[config.mk]
export PLATFORM = sky130hd
export DESIGN_NAME = legv8_bus_arbiter
export DESIGN_NICKNAME = d
export VERILOG_FILES = /design/src/rtl/legv8_bus_arbiter.sv
export SDC_FILE = /design/constraint.sdc
export NUM_CORES = 1
export LEC_CHECK = 0
export CAP_MARGIN = 20
export CORE_AREA = 2 2 205 207
export CTS_BUF_LIST = sky130_fd_sc_hd__clkbuf_8
export DETAILED_ROUTE_END_ITERATION = 8
export DIE_AREA = 0 0 207 209
export SETUP_SLACK_MARGIN = 0.4
export SLEW_MARGIN = 20
export SYNTH_ARGS = -nofsm -noshare
export SYNTH_HDL_FRONTEND = slang
export SYNTH_SLANG_ARGS = --single-unit
[constraint.sdc]
create_clock -name clock -period 5.25 [get_ports clock]
set_input_delay 1.05 -clock clock [delete_from_list [all_inputs] [get_ports clock]]
set_output_delay 1.05 -clock clock [all_outputs]
set_load 0.005 [all_outputs]
[src/rtl/legv8_bus_arbiter.sv]
// Two-master round-robin bus arbiter: IDLE -> ACCESS (WAIT_CYCLES+1) -> DONE.
// Optional ARB_LOCK_EN lets the owner chain a locked transaction without an IDLE gap.
module legv8_bus_arbiter #(
  parameter int          WAIT_CYCLES = 1,
  parameter logic [63:0] PERIPH_BASE = 64'h1000000000000000
) (
  input  logic        clock,
  input  logic        reset,
  input  logic        m0_req,
  input  logic        m1_req,
  input  logic        m0_write,
  input  logic        m1_write,
  input  logic [63:0] m0_addr,
  input  logic [63:0] m1_addr,
  input  logic [63:0] m0_wdata,
  input  logic [63:0] m1_wdata,
  input  logic        m0_lock,
  input  logic        m1_lock,
  output logic        m0_gnt,
  output logic        m1_gnt,
  output logic        m0_done,
  output logic        m1_done,
  output logic [63:0] rdata,
  output logic [63:0] bus_addr,
  output logic [63:0] bus_wdata,
  output logic        bus_drive,
  input  logic [63:0] bus_rdata,
  output logic        bus_mem_write,
  output logic        bus_en_ram,
  output logic        busy
);

  typedef enum logic [1:0] {IDLE, ACCESS, DONE} state_t;

  localparam logic [3:0] LAST_CNT = 4'(WAIT_CYCLES);

  state_t      state_q, state_d;
  logic [3:0]  cnt_q, cnt_d;
  logic        owner_q, owner_d;
  logic        last_q, last_d;
  logic        write_q, write_d;
  logic [63:0] addr_q, addr_d;
  logic [63:0] wdata_q, wdata_d;
  logic [63:0] rdata_q, rdata_d;

  logic winner;
  logic src;
  logic lock_go;
  logic in_access;

  // On a tie the master that was not granted most recently wins.
  always_comb begin
    if (m0_req && m1_req) winner = ~last_q;
    else                  winner = m1_req;
  end

`ifdef ARB_LOCK_EN
  assign lock_go = owner_q ? (m1_lock & m1_req) : (m0_lock & m0_req);
`else
  logic unused_lock;
  assign unused_lock = m0_lock ^ m1_lock;
  assign lock_go     = 1'b0;
`endif

  // Capture source: the arbitration winner in IDLE, the current owner on a lock chain.
  assign src = (state_q == IDLE) ? winner : owner_q;

  always_comb begin
    state_d = state_q;
    cnt_d   = cnt_q;
    owner_d = owner_q;
    last_d  = last_q;
    write_d = write_q;
    addr_d  = addr_q;
    wdata_d = wdata_q;
    rdata_d = rdata_q;
    case (state_q)
      IDLE: begin
        cnt_d = 4'd0;
        if (m0_req || m1_req) begin
          state_d = ACCESS;
          owner_d = winner;
          last_d  = winner;
          write_d = src ? m1_write : m0_write;
          addr_d  = src ? m1_addr  : m0_addr;
          wdata_d = src ? m1_wdata : m0_wdata;
        end
      end
      ACCESS: begin
        if (cnt_q == LAST_CNT) begin
          state_d = DONE;
          cnt_d   = 4'd0;
          if (!write_q) rdata_d = bus_rdata;
        end else begin
          cnt_d = cnt_q + 4'd1;
        end
      end
      DONE: begin
        cnt_d = 4'd0;
        if (lock_go) begin
          state_d = ACCESS;
          write_d = src ? m1_write : m0_write;
          addr_d  = src ? m1_addr  : m0_addr;
          wdata_d = src ? m1_wdata : m0_wdata;
        end else begin
          state_d = IDLE;
        end
      end
      default: state_d = IDLE;
    endcase
  end

  always_ff @(posedge clock) begin
    if (reset) begin
      state_q <= IDLE;
      cnt_q   <= 4'd0;
      owner_q <= 1'b0;
      last_q  <= 1'b1;
      write_q <= 1'b0;
      addr_q  <= 64'd0;
      wdata_q <= 64'd0;
      rdata_q <= 64'd0;
    end else begin
      state_q <= state_d;
      cnt_q   <= cnt_d;
      owner_q <= owner_d;
      last_q  <= last_d;
      write_q <= write_d;
      addr_q  <= addr_d;
      wdata_q <= wdata_d;
      rdata_q <= rdata_d;
    end
  end

  assign in_access     = (state_q == ACCESS);
  assign busy          = (state_q != IDLE);
  assign m0_gnt        = busy & ~owner_q;
  assign m1_gnt        = busy &  owner_q;
  assign m0_done       = (state_q == DONE) & ~owner_q;
  assign m1_done       = (state_q == DONE) &  owner_q;
  assign rdata         = rdata_q;
  assign bus_addr      = addr_q;
  assign bus_wdata     = wdata_q;
  assign bus_mem_write = in_access & write_q;
  assign bus_drive     = in_access & write_q;
  assign bus_en_ram    = ~(in_access && (addr_q[63:12] == PERIPH_BASE[63:12]));

endmodule

==> results of run 1 <==
==> report_power, final <==
group | internal [W] | switching, W
Combinational | 0.000635 | 0.000659
Sequential | 0.00166 | 0.000101
Clock | 0.000863 | 0.000714
Total | 0.00316 | 0.00147
==> layout by cell type (no fill, tap or decap), types with 2 or more instances in the layout <==
master	instances
sky130_fd_sc_hd__clkdlybuf4s50_1	523
sky130_fd_sc_hd__dfxtp_1	200
sky130_fd_sc_hd__a21oi_1	198
sky130_fd_sc_hd__nor4_1	140
sky130_fd_sc_hd__a2111oi_0	128
sky130_fd_sc_hd__nor4b_2	80
sky130_fd_sc_hd__nand4_1	67
sky130_fd_sc_hd__o31ai_1	64
sky130_fd_sc_hd__clkbuf_8	51
sky130_fd_sc_hd__nor4b_1	50
sky130_fd_sc_hd__buf_4	14
sky130_fd_sc_hd__inv_1	12
sky130_fd_sc_hd__nor2_1	6
sky130_fd_sc_hd__clkinv_2	5
sky130_fd_sc_hd__buf_12	4
sky130_fd_sc_hd__nand3_1	3
sky130_fd_sc_hd__nor3b_1	2
sky130_fd_sc_hd__or4_1	2
sky130_fd_sc_hd__or3_1	2
sky130_fd_sc_hd__ha_1	2
sky130_fd_sc_hd__buf_6	2
==> worst paths after layout <==
path / from / to / slack (ns)
min reg2reg: rdata[60]$_SDFFE_PP0P_ / rdata[60]$_SDFFE_PP0P_ / 0.47
max: bus_addr[26]$_SDFFE_PP0P_ / bus_en_ram / 1.27
min: rdata[60]$_SDFFE_PP0P_ / rdata[60]$_SDFFE_PP0P_ / 0.47
max reg2reg: state_q[1]$_SDFFE_PP0P_ / bus_addr[33]$_SDFFE_PP0P_ / 2.38
==> layer usage <==
| layer | vias up | global-route usage, % | share of wire [%] |
|---|---|---|---|
| li1 | 5579 | - | - |
| met3 | 87 | 6.63 | 8.1 |
| met5 | - | 0 | 0.029 |
| met1 | 5876 | 26.3 | 41 |
| met2 | 560 | 35.1 | 48 |
| met4 | 2 | 8.23 | 3.4 |
==> registers in the layout, indices dropped and copies added (netlist names) <==
name and flops:
state_q 2, owner_q 1, bus_addr 64, cnt_q 4, write_q 1, rdata 64
last_q 1, bus_wdata 64
==> per-stage QoR <==
step / std cells / hold slack [ns] / total power [W] / utilization [%] / cell area [um2]
after floorplan: 1165 / 0.465 / 0.00238 / - / 10700
after global placement: 2051 / 0.454 / 0.00307 / 38.7 / 16000
after detailed placement: 2051 / 0.459 / 0.00308 / 38.7 / 16000
after CTS: 2117 / 0.466 / 0.00470 / 40.6 / 16800
after global routing: 2119 / 0.494 / 0.00488 / 40.6 / 16800
final: 2119 / 0.467 / 0.00463 / 40.6 / 16800
==> critical path, cell delays in order (launching register included) <==
cell                              delay [ns]
sky130_fd_sc_hd__dfxtp_1                0.32
sky130_fd_sc_hd__nor4_1                 0.71
sky130_fd_sc_hd__nand4_1                0.31
sky130_fd_sc_hd__or4_1                  0.53
sky130_fd_sc_hd__clkdlybuf4s50_1        0.51
==> cell type report <==
cell class,instances,share of cell area [%]
Clock buffer,51,4.18
Clock inverter,15,0.373
Multi-Input combinational cell,764,34.7
Timing Repair Buffer,544,32.6
Antenna cell,1,0.0149
Sequential cell,201,24.0
Inverter,4,0.134
Tap cell,539,4.02
==> kinds of logic (layout without fill, tap and decap cells) <==
kind of cell / after synthesis / after routing
compound gates: 396 / 396
xor+xnor: 1 / 1
fa+ha+maj: 2 / 2
buf+inv: 200 / 614
flops: 201 / 201
other cells: 0 / 1
simple gates: 365 / 365
==> impl_results.html, run 1 <==
<table>
<tr><th>Metric</th><th>Value</th></tr>
<tr><th colspan="2">Status</th></tr>
<tr><td>Outcome</td><td>finished clean</td></tr>
<tr><th colspan="2">Die</th></tr>
<tr><td>Die height</td><td>209 um</td></tr>
<tr><td>Die width</td><td>approximately 210 um</td></tr>
<tr><td>Effective utilization at floorplan</td><td>26.0%</td></tr>
<tr><td>Die Area</td><td>approximately 43000 um2</td></tr>
<tr><td>Number of rows created at floorplan</td><td>75</td></tr>
<tr><td>Core area</td><td>a little over 40000 um2</td></tr>
<tr><td>Number of top-level pins</td><td>528</td></tr>
<tr><th colspan="2">Timing</th></tr>
<tr><td>Unrepaired setup endpoints after global routing</td><td>no</td></tr>
<tr><td>Worst Slack Setup Final</td><td>around 1.3 ns</td></tr>
<tr><td>Share of the clock period used by the worst path after layout</td><td>between 70 and 80%</td></tr>
<tr><td>Slew margin rel.</td><td>about 23%</td></tr>
<tr><td>Setup_tns</td><td>0 ns</td></tr>
<tr><td>Total setup violations reported at the end of the flow</td><td>0</td></tr>
<tr><td>Slew @ Worst Pin</td><td>1.16 ns</td></tr>
<tr><td>Number of hold violations in the final report</td><td>0</td></tr>
<tr><td>Worst Skew</td><td>between 0.01 and 0.015 ns</td></tr>
<tr><td>Minimum clock period after layout</td><td>approximately 4 ns</td></tr>
<tr><td>Timing-limited maximum frequency</td><td>~0.25 GHz</td></tr>
<tr><td>Final slew viol count</td><td>0</td></tr>
<tr><th colspan="2">Route</th></tr>
<tr><td>DR vias/cell</td><td>between 5 and 6</td></tr>
<tr><td>Detailed router's first-iteration violation count</td><td>1128</td></tr>
<tr><td>Per-cell routed wire length</td><td>23.0 um</td></tr>
<tr><td>Number of routed nets with antenna violations</td><td>0</td></tr>
<tr><td>DRC Markers</td><td>0</td></tr>
<tr><td>Number of search-and-repair iterations in the first detailed-routing pass</td><td>5</td></tr>
<tr><td>Total wire length</td><td>a little under 50000 um</td></tr>
<tr><td>Total number of vias</td><td>~12k</td></tr>
<tr><th colspan="2">CTS</th></tr>
<tr><td>Clock buffer depth</td><td>3</td></tr>
<tr><td>Buffers inserted during post-CTS setup optimization</td><td>0</td></tr>
<tr><td>H-tree Lvls</td><td>2</td></tr>
<tr><td>CTS tree</td><td>built</td></tr>
<tr><td>Number of buffers inserted by hold repair at cts</td><td>0</td></tr>
<tr><td>Sinks on Clock Net</td><td>201</td></tr>
<tr><td>Later-pin clock latency in the skew report</td><td>between 0.5 and 0.6 ns</td></tr>
<tr><td>Clock input transition at the sequential cells of the worst setup and hold paths</td><td>roughly 0.06 ns</td></tr>
<tr><td>Total CTS buffers</td><td>39</td></tr>
<tr><td>Root cell of the clock tree</td><td>sky130_fd_sc_hd__clkbuf_8</td></tr>
<tr><td>Number of gates resized after cts</td><td>0</td></tr>
<tr><th colspan="2">Place</th></tr>
<tr><td>Quantity of I/O buffers inserted on ports</td><td>525</td></tr>
<tr><td>Placer congestion estimate</td><td>just over 0.8</td></tr>
<tr><td>Worst slack after detailed placement</td><td>1.49 ns</td></tr>
<tr><td>Post-DP HPWL</td><td>30700 um</td></tr>
<tr><th colspan="2">Synthesis</th></tr>
<tr><td>Synth cell types</td><td>39</td></tr>
<tr><td>Area fraction of the dominant cell type after synthesis</td><td>a little under two fifths</td></tr>
<tr><td>Syn_area_per_cell</td><td>9.21 um2</td></tr>
<tr><td>Yosys warns</td><td>0</td></tr>
<tr><td>Synthesized instance count</td><td>1165</td></tr>
<tr><td>Netlist area before placement</td><td>10700 um2</td></tr>
<tr><td>Syn_nets</td><td>1495</td></tr>
<tr><td>Post-synthesis share of cell area spent on xor and xnor gates</td><td>less than 1%</td></tr>
<tr><td>Dominant combinational cell family by area after synthesis</td><td>simple AND/OR/NAND/NOR gates</td></tr>
<tr><td>Compound-cell area share of the yosys netlist</td><td>24.6%</td></tr>
<tr><td>Ys async rst share</td><td>0%</td></tr>
<tr><td>Number of enable flip-flop cells after synthesis</td><td>0</td></tr>
<tr><td>Most frequent cell after synthesis</td><td>sky130_fd_sc_hd__dfxtp_1</td></tr>
<tr><td>Post-synth top flop</td><td>sky130_fd_sc_hd__dfxtp_1</td></tr>
<tr><td>Cell types with the largest area share after synthesis</td><td>sky130_fd_sc_hd__dfxtp_1 (37%), sky130_fd_sc_hd__nor4b_2 (11%), sky130_fd_sc_hd__a2111oi_0 (10%), sky130_fd_sc_hd__a21oi_1 (9.2%), sky130_fd_sc_hd__nor4_1 (8.2%)</td></tr>
<tr><td>Yosys top cell by area</td><td>sky130_fd_sc_hd__dfxtp_1</td></tr>
<tr><td>Adder and majority gate portion of the synthesized area</td><td>less than 1%</td></tr>
<tr><td>Leading post-synthesis cells by instance count</td><td>sky130_fd_sc_hd__dfxtp_1 (201), sky130_fd_sc_hd__a21oi_1 (198), sky130_fd_sc_hd__nor4_1 (140)</td></tr>
<tr><td>Proportion of synthesized area in mux cells</td><td>0%</td></tr>
<tr><td>Fraction of the yosys area taken by sequential cells</td><td>a little under two fifths</td></tr>
<tr><td>Simple-gate area share of the yosys netlist</td><td>29.0%</td></tr>
<tr><td>Synthesized flop and latch total</td><td>201</td></tr>
<tr><th colspan="2">Finish</th></tr>
<tr><td>Net count reported at finish</td><td>1884</td></tr>
<tr><td>Sequential cell area</td><td>between 4000 and 5000 um2</td></tr>
<tr><td>Area added between synthesis and finish</td><td>56.4%</td></tr>
<tr><td>Area taken by multi-input logic gates</td><td>between 5000 and 6000 um2</td></tr>
<tr><td>Ratio of cells with drive above 1 in the final layout</td><td>about 11%</td></tr>
<tr><td>Fill cell instance count of the final layout</td><td>a little over 4k</td></tr>
<tr><th colspan="2">Min path</th></tr>
<tr><td>Worst hold path depth</td><td>2</td></tr>
<tr><td>Worst min-delay path class</td><td>reg -&gt; reg</td></tr>
<tr><th colspan="2">Global route</th></tr>
<tr><td>Vias in the first global route</td><td>~12k</td></tr>
<tr><td>Largest net degree at the start of global routing</td><td>262</td></tr>
<tr><td>Remaining global-route overflow</td><td>0</td></tr>
<tr><td>GRT Total Usage</td><td>a little over a fifth</td></tr>
<tr><td>Wire length of the first global-routing pass</td><td>roughly 74000 um</td></tr>
<tr><td>Initial antenna violation count</td><td>2</td></tr>
<tr><th colspan="2">Setup path</th></tr>
<tr><td>Data arrival time of the critical path</td><td>between 2 and 3 ns</td></tr>
<tr><td>Required time at the worst-slack endpoint</td><td>approximately 4.2 ns</td></tr>
<tr><td>Type of element capturing the critical path</td><td>output port</td></tr>
<tr><td>Classification of the worst setup path</td><td>reg -&gt; out</td></tr>
<tr><td>Startpoint class of the critical path</td><td>register</td></tr>
<tr><td>Worst Reg-to-Reg Cells</td><td>5</td></tr>
<tr><td>Worst-path fanout max</td><td>3</td></tr>
<tr><th colspan="2">Power</th></tr>
<tr><td>Power Density</td><td>around 280 nW/um2</td></tr>
<tr><td>Largest voltage drop on the vdd net</td><td>between 0.15 and 0.2 mV</td></tr>
<tr><td>Leakage power summed over all cells</td><td>around 5.2 nW</td></tr>
<tr><th colspan="2">Flow run</th></tr>
<tr><td>Max-cap violation count</td><td>0</td></tr>
</table>
(Power assumes the default switching activity.)
==> run 2, diff against run 1 <==
CORE_AREA = 2 2 204 206   (was 2 2 205 207)
DIE_AREA = 0 0 206 208   (was 0 0 207 209)
clock period = 3.44 ns   (was 5.25 ns; I/O delays follow)
==> run 2 against run 1 <==
Compared with the run above:
- worst setup slack worse by 0.80 ns
- sequential power is 53% higher
- die area is 0.96% lower
- critical path depth is 1 higher
- critical endpoint unchanged
- combinational power is 57% higher
- final area is 0.87% higher
- flip-flop and latch count stayed put
- first-iteration DRC count is 18% lower
- largest power group unchanged
- clock power is 49% higher
==> impl_results.html, run 2 (synthesis gave the netlist of run 1 again) <==
<table>
<tr><th>Metric</th><th>Value</th></tr>
<tr><th colspan="2">Status</th></tr>
<tr><td>Outcome</td><td>finished clean</td></tr>
<tr><th colspan="2">Global route</th></tr>
<tr><td>GRT Total Usage</td><td>approximately 22%</td></tr>
<tr><td>Initial antenna violation count</td><td>1</td></tr>
<tr><td>Vias in the first global route</td><td>~12k</td></tr>
<tr><td>Remaining global-route overflow</td><td>0</td></tr>
<tr><td>Largest net degree at the start of global routing</td><td>approximately 180</td></tr>
<tr><td>Wire length of the first global-routing pass</td><td>around 73000 um</td></tr>
<tr><th colspan="2">Die</th></tr>
<tr><td>Core area</td><td>~40000 um2</td></tr>
<tr><td>Die height</td><td>about 210 um</td></tr>
<tr><td>Die width</td><td>~210 um</td></tr>
<tr><td>Die Area</td><td>42800 um2</td></tr>
<tr><td>Number of top-level pins</td><td>around 530</td></tr>
<tr><td>Effective utilization at floorplan</td><td>26.5%</td></tr>
<tr><td>Number of rows created at floorplan</td><td>74</td></tr>
<tr><th colspan="2">Finish</th></tr>
<tr><td>Final std cell area, no fill</td><td>roughly 17000 um2</td></tr>
<tr><td>Most common cell after layout, fill and taps aside</td><td>sky130_fd_sc_hd__clkdlybuf4s50_1</td></tr>
<tr><td>Ratio of cells with drive above 1 in the final layout</td><td>between 10 and 15%</td></tr>
<tr><td>Area added between synthesis and finish</td><td>57.7%</td></tr>
<tr><td>Net count reported at finish</td><td>1898</td></tr>
<tr><td>Utilization after layout</td><td>between 40% and 50%</td></tr>
<tr><td>Top library cells by usage in the layout, fill and taps aside</td><td>sky130_fd_sc_hd__clkdlybuf4s50_1 (522), sky130_fd_sc_hd__dfxtp_1 (199), sky130_fd_sc_hd__a21oi_1 (198)</td></tr>
<tr><th colspan="2">Setup path</th></tr>
<tr><td>Crit Reg-Reg Startpoint</td><td>state_q[1]$_SDFFE_PP0P_</td></tr>
<tr><td>Data arrival time of the critical path</td><td>approximately 2.3 ns</td></tr>
<tr><td>Type of element capturing the critical path</td><td>output port</td></tr>
<tr><td>Worst Reg-to-Reg Cells</td><td>5</td></tr>
<tr><td>Worst-path fanout max</td><td>3</td></tr>
<tr><td>Required time at the worst-slack endpoint</td><td>2.75 ns</td></tr>
<tr><td>Internal reg-to-reg setup slack</td><td>1.16 ns</td></tr>
<tr><td>Classification of the worst setup path</td><td>reg -&gt; out</td></tr>
<tr><td>Reg2reg end</td><td>bus_addr[3]$_SDFFE_PP0P_</td></tr>
<tr><td>Startpoint class of the critical path</td><td>register</td></tr>
<tr><th colspan="2">Timing</th></tr>
<tr><td>Worst Skew</td><td>0.0248 ns</td></tr>
<tr><td>Minimum clock period after layout</td><td>~3.0 ns</td></tr>
<tr><td>Number of hold violations in the final report</td><td>0</td></tr>
<tr><td>Setup_tns</td><td>0 ns</td></tr>
<tr><td>Share of the clock period used by the worst path after layout</td><td>86.3%</td></tr>
<tr><td>Fin Hold WS</td><td>about 0.44 ns</td></tr>
<tr><td>Slew margin rel.</td><td>between 40% and 50%</td></tr>
<tr><td>Unrepaired setup endpoints after global routing</td><td>yes</td></tr>
<tr><td>Final slew viol count</td><td>0</td></tr>
<tr><td>Slew @ Worst Pin</td><td>slightly below 0.9 ns</td></tr>
<tr><td>Total setup violations reported at the end of the flow</td><td>0</td></tr>
<tr><td>Timing-limited maximum frequency</td><td>roughly 0.34 GHz</td></tr>
<tr><th colspan="2">Route</th></tr>
<tr><td>Detailed router's first-iteration violation count</td><td>between 900 and 1k</td></tr>
<tr><td>Number of search-and-repair iterations in the first detailed-routing pass</td><td>5</td></tr>
<tr><td>Per-cell routed wire length</td><td>around 23 um</td></tr>
<tr><td>Total wire length</td><td>between 40000 and 50000 um</td></tr>
<tr><td>Number of routed nets with antenna violations</td><td>0</td></tr>
<tr><td>Total number of vias</td><td>approximately 12k</td></tr>
<tr><td>DRC Markers</td><td>0</td></tr>
<tr><td>DR vias/cell</td><td>~5.7</td></tr>
<tr><th colspan="2">Power</th></tr>
<tr><td>Leakage power summed over all cells</td><td>between 5 and 6 nW</td></tr>
<tr><td>Power Density</td><td>between 400 and 500 nW/um2</td></tr>
<tr><td>Largest voltage drop on the vdd net</td><td>between 0.2 and 0.25 mV</td></tr>
<tr><th colspan="2">CTS</th></tr>
<tr><td>Clock input transition at the sequential cells of the worst setup and hold paths</td><td>0.06 ns</td></tr>
<tr><td>Clock buffer depth</td><td>3</td></tr>
<tr><td>CTS tree</td><td>built</td></tr>
<tr><td>H-tree Lvls</td><td>2</td></tr>
<tr><td>Sinks on Clock Net</td><td>201</td></tr>
<tr><td>Number of buffers inserted by hold repair at cts</td><td>0</td></tr>
<tr><td>Later-pin clock latency in the skew report</td><td>0.59 ns</td></tr>
<tr><td>Root cell of the clock tree</td><td>sky130_fd_sc_hd__clkbuf_8</td></tr>
<tr><td>Total CTS buffers</td><td>between 40 and 50</td></tr>
<tr><th colspan="2">Min path</th></tr>
<tr><td>Worst min-delay path class</td><td>in -&gt; reg</td></tr>
<tr><td>Startpoint of the most critical hold path</td><td>m1_req</td></tr>
<tr><td>Terminating pin of the worst hold path</td><td>last_q$_SDFFE_PP1P_</td></tr>
<tr><td>Worst hold path depth</td><td>3</td></tr>
<tr><th colspan="2">Flow run</th></tr>
<tr><td>Max-cap violation count</td><td>0</td></tr>
<tr><th colspan="2">Place</th></tr>
<tr><td>Quantity of I/O buffers inserted on ports</td><td>around 530</td></tr>
<tr><td>Placed inst area</td><td>roughly 16000 um2</td></tr>
<tr><td>Post-DP HPWL</td><td>between 30000 and 40000 um</td></tr>
<tr><td>Placer congestion estimate</td><td>0.797</td></tr>
</table>
## run 2: power by group
| part | leakage (nW) | total (W) | internal (W) | switching, W |
|---|---|---|---|---|
| Combinational | 3.17 | 0.00202 | 0.00101 | 0.00101 |
| Clock | 0.432 | 0.00236 | 0.00125 | 0.00112 |
| Sequential | 1.66 | 0.00269 | 0.00254 | 0.000157 |
## run 2: worst max-delay path: stages, from the launching register on
cell                      delay [ns]
sky130_fd_sc_hd__dfxtp_1        0.34
sky130_fd_sc_hd__nor4_4         0.36
sky130_fd_sc_hd__buf_4          0.17
sky130_fd_sc_hd__nand4_1        0.17
sky130_fd_sc_hd__or4_1          0.50
sky130_fd_sc_hd__buf_2          0.15
## run 2: what timing repair did
| item | CTS | global route |
|---|---|---|
| pin swaps | 4 | 2 |
| setup buffers | 0 | 0 |
| gates resized for setup | 9 | 0 |
| endpoints found under the hold margin | 0 | 0 |
| endpoints found under the setup margin | 1 | 1 |
## run 2: per-layer routing
metal	global-route usage (%)	share of wire, %
met1	26.2	40
met2	36.0	48
met3	7.58	9.7
met4	6.48	2.4
met5	0	0
## run 2: worst max path at each step
stage | startpoint | end | slack (ns) | cells after the start
after floorplan | state_q[1]$_SDFFE_PP0P_ | bus_mem_write | 1.48 | 7
after global placement | bus_addr[62]$_SDFFE_PP0P_ | bus_en_ram | 0.39 | 5
after detailed placement | bus_addr[62]$_SDFFE_PP0P_ | bus_en_ram | 0.41 | 5
after CTS | bus_addr[25]$_SDFFE_PP0P_ | bus_en_ram | 0.30 | 5
after global routing | bus_addr[25]$_SDFFE_PP0P_ | bus_en_ram | 0.31 | 5
final | bus_addr[61]$_SDFFE_PP0P_ | bus_en_ram | 0.47 | 5
## run 2: area by class of cell
cell class / instances / area (um2)
antenna: 1 / 2.50
inverter: 4 / 22.5
clock inverter: 18 / 75.1
fill: 4044 / 23600
sequential: 201 / 4030
clock buffer: 48 / 661
multi-input combinational: 764 / 5850
tap: 532 / 666
timing repair buffer: 556 / 5620
## run 2: through the flow
step | instances | power, W | setup slack, ns
final | 2124 | 0.00708 | 0.471
after CTS | 2123 | 0.00717 | 0.302
after global placement | 2057 | 0.00474 | 0.389
after detailed placement | 2057 | 0.00475 | 0.412
after floorplan | 1165 | 0.00363 | 1.48
after global routing | 2124 | 0.00743 | 0.312
==> RTL edit (settings of run 2) <==
Re-encode `state_t` (3 states) as one-hot, 3 bits wide.
--- a/src/rtl/legv8_bus_arbiter.sv
+++ b/src/rtl/legv8_bus_arbiter.sv
@@ -30,7 +30,7 @@
   output logic        busy
 );
 
-  typedef enum logic [1:0] {IDLE, ACCESS, DONE} state_t;
+  typedef enum logic [2:0] {IDLE = 3'b001, ACCESS = 3'b010, DONE = 3'b100} state_t;
 
   localparam logic [3:0] LAST_CNT = 4'(WAIT_CYCLES);
 
Function: no difference found for any inputs over 4 cycles, from zero or initial values and one cycle with reset high; so few cycles prove little.
==> RTL edit against run 2 <==
Sequential cell count is 1 higher; critical endpoint unchanged; die area stayed put; clock power is 8% higher; total power increased by 3.3%; largest cell class is now buffers; global-route usage decreased by 4.3 points; wire length fell by 21%; first-iteration DRC count fell by 43%; core utilization shrank 4.8 points; worst setup slack got worse by 0.035 ns; synthesized area decreased by 22%; sequential power grew 4%; final area is 12% lower.
==> RTL edit: results (changes against run 2) <==
The run finished with clean final reports. The number of buffers outside the clock class in the layout came out at 545 (-2.0%). The kind of path behind the tightest hold check was reg -> reg. The fraction of area in registers works out to 0.2702 (+0.03229). The peak ir drop on the vdd network is 0.0002773 V (+14%). Yosys attributes the largest share of cell area to sky130_fd_sc_hd__dfxtp_1 48%, sky130_fd_sc_hd__nor3_1 16%, sky130_fd_sc_hd__nor4_1 11%. The tools report the maximum number of pins on one net before global-route repair as 136 (-26%).

Final weighted congestion of routability-driven global placement: 0.7968 (about the same). The data-path buffer share of cell area in the final layout came out at 0.3698 (+0.03764). The switching power total was 2.226 mW (-2.6%); the number of detailed-route iterations in the first pass was 4 (-1).

The multi-input combinational cell count is 771 (+0.92%), and the total inserted antenna cells is 4 (+3). The count of vias placed by the detailed router was 9,842 (-19%); the worst hold-check slack was 0.4531 ns (+0.008798 ns). The proportion of cell area occupied by multi-input gates was 0.2595 (-0.08616); the average wire length per cell after detail routing was 18.36 um (-21%). The clock buffer count from CTS was 39 (-4.9%). The end of the worst register-to-register path was bus_wdata[17]. The post-synthesis net count is 1,413 (-5.5%), and the sequential area share after synthesis is 0.4817 (+0.1068). Number of global-route vias before repair: 9,683 (-20%).

Summed area of non-filler cells in the final layout: 0.01498 mm^2 (-12%). The clock network area share is 0.05488 (+0.01142). Depth of the worst register-to-register path: 7 (+2).
RTL edit: cells by family after synthesis:
family | count (synthesis) | share of synthesized area
AOI/OAI and AO/OA | 77 | 0.04978
adders and majority gates | 2 | 0.002981
xor gates and xnor gates | 1 | 0.001044
DFF | 202 | 0.4817
and+or+nand+nor | 690 | 0.3981
buffers and inverters | 110 | 0.06498
muxes | 1 | 0.001341
RTL edit: worst reg2reg max path: stages (launching register included):
cell and delay [ns]:
sky130_fd_sc_hd__dfxtp_1 0.41, sky130_fd_sc_hd__nor3b_4 0.35, sky130_fd_sc_hd__inv_2 0.14, sky130_fd_sc_hd__a22oi_2 0.29, sky130_fd_sc_hd__buf_12 0.26, sky130_fd_sc_hd__buf_12 0.27, sky130_fd_sc_hd__nor3_1 0.12, sky130_fd_sc_hd__nor4_1 0.34
RTL edit: per-layer routing:
metal / wire length (um) / track usage
met1: 15140 / 0.1967
met2: 18930 / 0.2989
met5: 0 / 0
met4: 1017 / 0.05813
met3: 3922 / 0.06689
